`src/rtl/fetch_redirect_ctrl.sv`:
```
`default_nettype none
// ============================================================================
//  Module      : fetch_redirect_ctrl
//  Description : Arbitrates presolve and backend redirects, holds the winner
//                until the PC unit accepts it, then flushes and drains.
//  Revision    : 1.0 - initial release
// ============================================================================
module fetch_redirect_ctrl #(
   parameter int unsigned XLEN         = 64,
   parameter int unsigned EPOCH_W      = 2,
   parameter int unsigned DRAIN_CYCLES = 2
) (
   input  logic               clock,
   input  logic               reset,
   input  logic               io_i_presolve_valid,
   input  logic               io_i_presolve_taken,
   input  logic [XLEN-1:0]    io_i_presolve_pc,
   input  logic [EPOCH_W-1:0] io_i_presolve_epoch,
   input  logic               io_i_backend_redirect_valid,
   input  logic [XLEN-1:0]    io_i_backend_redirect_target,
   output logic               io_o_redirect_valid,
   input  logic               io_i_redirect_ready,
   output logic [XLEN-1:0]    io_o_redirect_target,
   output logic               io_o_redirect_is_backend,
   output logic               io_o_flush_frontend,
   output logic [EPOCH_W-1:0] io_o_epoch,
   output logic               io_o_stall_fetch
);

   localparam int unsigned        CNT_W        = 4;
   localparam logic [CNT_W-1:0]   c_DRAIN_LOAD = CNT_W'(DRAIN_CYCLES);
   localparam logic [CNT_W-1:0]   c_CNT_ONE    = CNT_W'(1);
   localparam logic [EPOCH_W-1:0] c_EPOCH_ONE  = EPOCH_W'(1);
   localparam logic               c_HAS_DRAIN  = (DRAIN_CYCLES != 0);

   typedef enum logic [1:0] {
      S_IDLE  = 2'd0,
      S_PEND  = 2'd1,
      S_DRAIN = 2'd2
   } state_t;

   state_t             r_state;
   logic [CNT_W-1:0]   r_cnt;
   logic [EPOCH_W-1:0] r_epoch;
   logic [XLEN-1:0]    r_target;
   logic               r_is_backend;
   logic               r_valid;
   logic               r_flush;
   logic               r_stall;

   logic w_bq;
   logic w_pq;
   logic w_hs;

   assign w_bq = io_i_backend_redirect_valid;
   assign w_pq = io_i_presolve_valid & io_i_presolve_taken &
                 (io_i_presolve_epoch == r_epoch) & (r_state == S_IDLE);
   // r_valid is high exactly while in PEND, so this is the only handshake qualifier
   assign w_hs = r_valid & io_i_redirect_ready;

   always_ff @(posedge clock or posedge reset) begin
      if (reset) begin
         r_state      <= S_IDLE;
         r_cnt        <= '0;
         r_epoch      <= '0;
         r_target     <= '0;
         r_is_backend <= 1'b0;
         r_valid      <= 1'b0;
         r_flush      <= 1'b0;
         r_stall      <= 1'b0;
      end else begin
         r_flush <= w_hs;
         if (w_hs) begin
            r_epoch <= r_epoch + c_EPOCH_ONE;
         end

         // A backend request overrides everything, including a completing handshake
         if (w_bq) begin
            r_target     <= io_i_backend_redirect_target;
            r_is_backend <= 1'b1;
            r_state      <= S_PEND;
            r_cnt        <= '0;
            r_valid      <= 1'b1;
            r_stall      <= 1'b1;
         end else if (w_hs) begin
            r_valid <= 1'b0;
            if (c_HAS_DRAIN) begin
               r_state <= S_DRAIN;
               r_cnt   <= c_DRAIN_LOAD;
               r_stall <= 1'b1;
            end else begin
               r_state <= S_IDLE;
               r_cnt   <= '0;
               r_stall <= 1'b0;
            end
         end else if (w_pq) begin
            r_target     <= io_i_presolve_pc;
            r_is_backend <= 1'b0;
            r_state      <= S_PEND;
            r_valid      <= 1'b1;
            r_stall      <= 1'b1;
         end else if (r_state == S_DRAIN) begin
            if (r_cnt <= c_CNT_ONE) begin
               r_state <= S_IDLE;
               r_cnt   <= '0;
               r_stall <= 1'b0;
            end else begin
               r_cnt <= r_cnt - c_CNT_ONE;
            end
         end
      end
   end

   assign io_o_redirect_valid      = r_valid;
   assign io_o_redirect_target     = r_target;
   assign io_o_redirect_is_backend = r_is_backend;
   assign io_o_flush_frontend      = r_flush;
   assign io_o_epoch               = r_epoch;
   assign io_o_stall_fetch         = r_stall;

endmodule
`default_nettype wire

```
`config.mk`:
```
export PLATFORM = sky130hd
export DESIGN_NAME = fetch_redirect_ctrl
export DESIGN_NICKNAME = d
export VERILOG_FILES = /design/src/rtl/fetch_redirect_ctrl.sv
export SDC_FILE = /design/constraint.sdc
export NUM_CORES = 1
export LEC_CHECK = 0
export BUFFER_PORTS_ARGS = -buffer_cell sky130_fd_sc_hd__buf_2
export CORE_UTILIZATION = 39
export CTS_CLUSTER_DIAMETER = 80
export DETAILED_ROUTE_END_ITERATION = 8
export PLACE_DENSITY_LB_ADDON = 0.05
export REMOVE_ABC_BUFFERS = 1
export SLEW_MARGIN = 20
export SYNTH_ARGS = -nofsm -noshare
export SYNTH_HDL_FRONTEND = slang
export SYNTH_SLANG_ARGS = --single-unit
```
`constraint.sdc`:
```
create_clock -name clock -period 1.9 [get_ports clock]
set_input_delay 0.095 -clock clock [delete_from_list [all_inputs] [get_ports clock]]
set_output_delay 0.095 -clock clock [all_outputs]
set_load 0.03 [all_outputs]
```
Yosys cells after proc, flatten, opt, wreduce, memory -nomap -nowiden
Cells that the tools add are included.

storage, ports and cells
  flip-flop bits (word level) = 76
  bits of input ports = 136
  output and inout port bits = 70
  word-level logic and storage cells = 52

cells by class
  $add $sub $neg = 2
  magnitude comparators = 1
  eq/ne operators = 4
  mux-type cells = 24
  bitwise gates (word level) = 4
  reduce and logical (&&, ||, !) cells = 9

operators with widths
  cell                 number
  $mux 64              3
  $mux 4               5
  $mux 1               11
  $mux 2               5
  $reduce_bool 4->1    2
  $reduce_and 2->1     3
  $reduce_bool 3->1    2
  $and 1x1->1          4
  $le 4x1->1 const B   1
  $sub 4x1->4 const B  1
  $ne 3x2->1 const B   1
  $add 2x1->2 const B  1
  $eq 2x2->1           1
  $eq 2x2->1 const B   1
  $logic_not 2->1      1
  $ne 2x2->1 const B   1
  $reduce_bool 2->1    1

Longest topological paths before layout
  depth in word-level cells = 6
  gate-level depth with buffers = 5
  depth with buffers taken out = 5

Least setup slack after synthesis
OpenSTA, ideal clock, no wires.

  path type = reg-to-reg
  start point = register r_valid, in the netlist io_o_redirect_valid
  end point = register r_target[0], in the netlist io_o_redirect_target[0]
  data arrival time = 1.812 ns
  required time = 1.835 ns
  path slack = 0.023 ns
  stages on the path, launching flop included = 6
  buffers on the path = 1
  period minus slack after synthesis = 1.877 ns
  cell sequence = dfrtp_1 -> nand2_1 -> inv_2 -> o41ai_4 -> buf_6 -> o221a_2

between the ends
  cells in the longest elaborated chain, start to end = 3

RTL lines
  item                        line  RTL
  from (decl)                 47    logic r_valid;
  from (signal assigned)      68    r_valid <= 1'b0;
  from (signal assigned)      83    r_valid <= 1'b1;
  from (signal assigned)      86    r_valid <= 1'b0;
  $and 1x1->1                 59    assign w_hs = r_valid & io_i_redirect_ready;
  net w_hs                    53    logic w_hs;
  $ne 2x2->1 (no line)        -
  $reduce_and 2->1 (no line)  -
  to (signal assigned)        79    r_target <= io_i_backend_redirect_target;
  to (signal assigned)        97    r_target <= io_i_presolve_pc;
  to (decl)                   45    logic [XLEN-1:0] r_target;

The timed path passes the listed nets, and every way through them passes these cells.
A chain may end at the register's enable or synchronous reset.

Worst setup path in the final report
  start point = register r_state[1]
  end point = register r_target[5], in the netlist io_o_redirect_target[5]

between the ends
  cells in the longest elaborated chain, start to end = 4

RTL lines
  item                         line  RTL
  from (decl)                  42    state_t r_state;
  from (signal assigned)       63    r_state <= S_IDLE;
  from (signal assigned)       81    r_state <= S_PEND;
  from (signal assigned)       88    r_state <= S_DRAIN;
  $logic_not 2->1              57    (io_i_presolve_epoch == r_epoch) & (r_state == S_IDLE);
  $and 1x1->1                  57
  $reduce_bool 2->1 (no line)  -
  $reduce_and 2->1 (no line)   -

Every way passes these cells.

==> flow_metrics.tcl <==
set metrics [dict create \
    status "complete, no violations" \
    combPwrFrac_pct 28.1 \
    multi_input_area_um2 1458 \
    synthTopCellsByArea "dfrtp_1 54%, o221a_2 17%, nand2b_1 11%" \
    yosysUniqueCellTypes 26 \
    antenna_left 0 \
    syn_inst 274 \
    max-cap-violations 0 \
    initial_core_util_pct 40.16 \
    final_layout_size_suffix_gt1_share_pct 59.47 \
    worstPathArrival_ns 2.08 \
    critPathCaptureType "register" \
    worst-setup-path-type "reg -> reg" \
    ys_seq_area_share_pct 54.31 \
    pwr-share-seq_pct 45.5 \
    htreeDepth 3 \
    die-height_um 96.76 \
    p_switching_mw 1.355 \
    gp_congestion 0.7785 \
    power_leakage_nw 2.271 \
    critPathLaunchType "register" \
    min_period_ns 1.823 \
    syn_to_final_growth_pct 39.30 \
    antenna_found_initial 0 \
    min_path_type "in -> reg" \
    ys_ff_latch 76 \
    vias 3047 \
    coreArea_um2 8721 \
    grt_overflow 0 \
    ff2ff_path_depth 5 \
    slew_viol_final 0 \
    syn_area_per_cell_um2 12.78 \
    num_antenna_cells 0 \
    hold_viol_final 0 \
    num_rows 34 \
    vias_per_cell 5.130 \
    min_period_over_period_pct 95.93 \
    skew_ns 0.007606 \
    pre_cts_slack_ns 0.1011 \
    fillers 794 \
    grt_start_max_net_pins 66 \
    num-nets-final 621 \
    grt_pass1_vias 3088 \
    cts-root-buf "clkbuf_8" \
    rsz0062_at_grt "false" \
    synth_top_area_share_pct 54.31 \
    cts.repair.resized 0 \
    regArea_um2 1902 \
    drcViolationCount 0 \
    clock_power_share_pct 26.4 \
    numCtsBuffers 9 \
    crit_path_max_fanout 18 \
    synth_warnings 0 \
    tns_ns 0 \
    relSlewSlack_pct 58.73 \
    swShare_pct 32.31 \
    required_ns 2.16 \
    setup_viol 0 \
    p_int_mw 2.837 \
    wl_per_cell_um 16.15 \
    irDropWorstVdd_mv 0.2883 \
    hold_depth 3 \
    die_w_um 96.76 \
    worstMarginPinSlew_ns 0.6183 \
    p_per_area_nw_per_um2 859.3 \
    dp_hpwl_um 6949 \
    synth_top_cell_by_area "dfrtp_1" \
    max_freq_ghz 0.5486 \
    firstDrtPassIters 4 \
    cts_tree "yes" \
    clock_path_buffers 2 \
    ios 206 \
    drt_iter0_markers 139 \
    cts_num_sinks 76 \
    gr-usage-all-layers_pct 20.91 \
    io_buffers 205 \
    fin_ws_ns 0.07732 \
    syn_area_um2 3502 \
    die_area_um2 9363 \
    worstSkewPairLatency_ns 0.33 \
    layout_common_cells "205 x buf_2, 76 x dfrtp_1, 64 x nand2b_1" \
    grt_first_pass_wirelength_um 15610 \
    layout.cells.most_common "buf_2" \
    clk_pin_slew_worst_paths_ns 0.07 \
    drt-total-wl_um 9592 \
]
## final timing paths
path | from | endpoint | slack [ns]
max in group asynchronous | reset | io_o_redirect_target[42]$_DFFE_PP0P_ | 0.99
max | r_state[1]$_DFFE_PP0P_ | io_o_redirect_target[5]$_DFFE_PP0P_ | 0.08
min in group asynchronous | reset | io_o_redirect_target[26]$_DFFE_PP0P_ | 0.37
min | io_i_redirect_ready | io_o_stall_fetch$_DFFE_PP0P_ | 0.04
max reg2reg | r_state[1]$_DFFE_PP0P_ | io_o_redirect_target[5]$_DFFE_PP0P_ | 0.08
min reg2reg | io_o_redirect_is_backend$_DFFE_PP0P_ | io_o_redirect_is_backend$_DFFE_PP0P_ | 0.52
## flip-flops by register name (all words and copies together) (netlist names)
signal,count
io_o_flush_frontend,1
r_cnt,4
io_o_redirect_is_backend,1
r_state,2
io_o_stall_fetch,1
io_o_redirect_valid,1
io_o_epoch,2
io_o_redirect_target,64
## per-layer routing
layer / part of all wire [%] / global-route usage [%] / up-vias / wire (µm)
li1: - / - / 1465 / -
met1: 43 / 26.89 / 1450 / 4120
met2: 50 / 34.83 / 126 / 4774
met3: 6.5 / 4.624 / 6 / 625
met4: 0.76 / 7.118 / 0 / 73
met5: 0 / 0 / - / 0
## cells in the mapped netlist
cell type / n
nor2b_1: 1
inv_2: 1
nand2b_1: 64
nor2_1: 4
o21ai_0: 2
ha_1: 2
a21oi_1: 9
clkbuf_1: 13
nand2_1: 5
o41ai_1: 3
o311ai_0: 2
o221a_2: 54
buf_6: 6
or2b_1: 1
xnor2_1: 4
or4b_1: 2
nand3_1: 2
nand4b_1: 1
inv_1: 6
nand4bb_4: 1
o41ai_4: 1
xor2_1: 2
o221a_1: 10
and4bb_2: 1
nand4_1: 1
dfrtp_1: 76
## worst max-delay path: stages, from the launching register on
cell and delay (ns):
dfrtp_1 0.43, nand4bb_4 0.26, o41ai_4 0.42, buf_4 0.28
buf_12 0.17, o221a_2 0.20
## power by group through the flow
stage | Sequential (mW) | Combinational, mW | Clock [mW]
after floorplan | 2.27 | 0.368 | 0
after global placement | 1.93 | 1.18 | 0
after global routing | 1.93 | 1.26 | 1.21
after detailed placement | 1.93 | 1.19 | 0
final | 1.91 | 1.18 | 1.11
after CTS | 1.91 | 1.19 | 1.15
## area by class of cell
cell class	count	area share, %
Clock buffer	12	3.385
Multi-Input combinational cell	172	29.88
Tap cell	108	2.770
Inverter	7	0.5642
Sequential cell	76	38.98
Clock inverter	2	0.2052
Timing Repair Buffer	217	24.21
## logic make-up after synthesis
kind of cell	Yosys count	share of synthesized area [%]
simple gates	83	15.22
buf+inv	26	4.073
flops	76	54.30
fa+ha+maj	2	0.7144
xor+xnor	6	1.501
compound gates	81	24.19
## per-stage QoR
stage | instances | util (%) | hold WS, ns | area (µm²) | power (mW)
after floorplan | 255 | - | 0.1581 | 3386 | 2.640
after global placement | 579 | 53.82 | 0.1820 | 4693 | 3.108
after detailed placement | 579 | 53.82 | 0.1895 | 4693 | 3.122
after CTS | 594 | 55.94 | 0.02411 | 4878 | 4.248
after global routing | 594 | 55.94 | 0.02673 | 4878 | 4.400
final | 594 | 55.94 | 0.04324 | 4878 | 4.192
## repair_timing
action                    CTS  global route
hold endpoints to repair   31             0
setup buffers               0             0
hold buffers                1             0
Power figures use the tool's default switching activity.
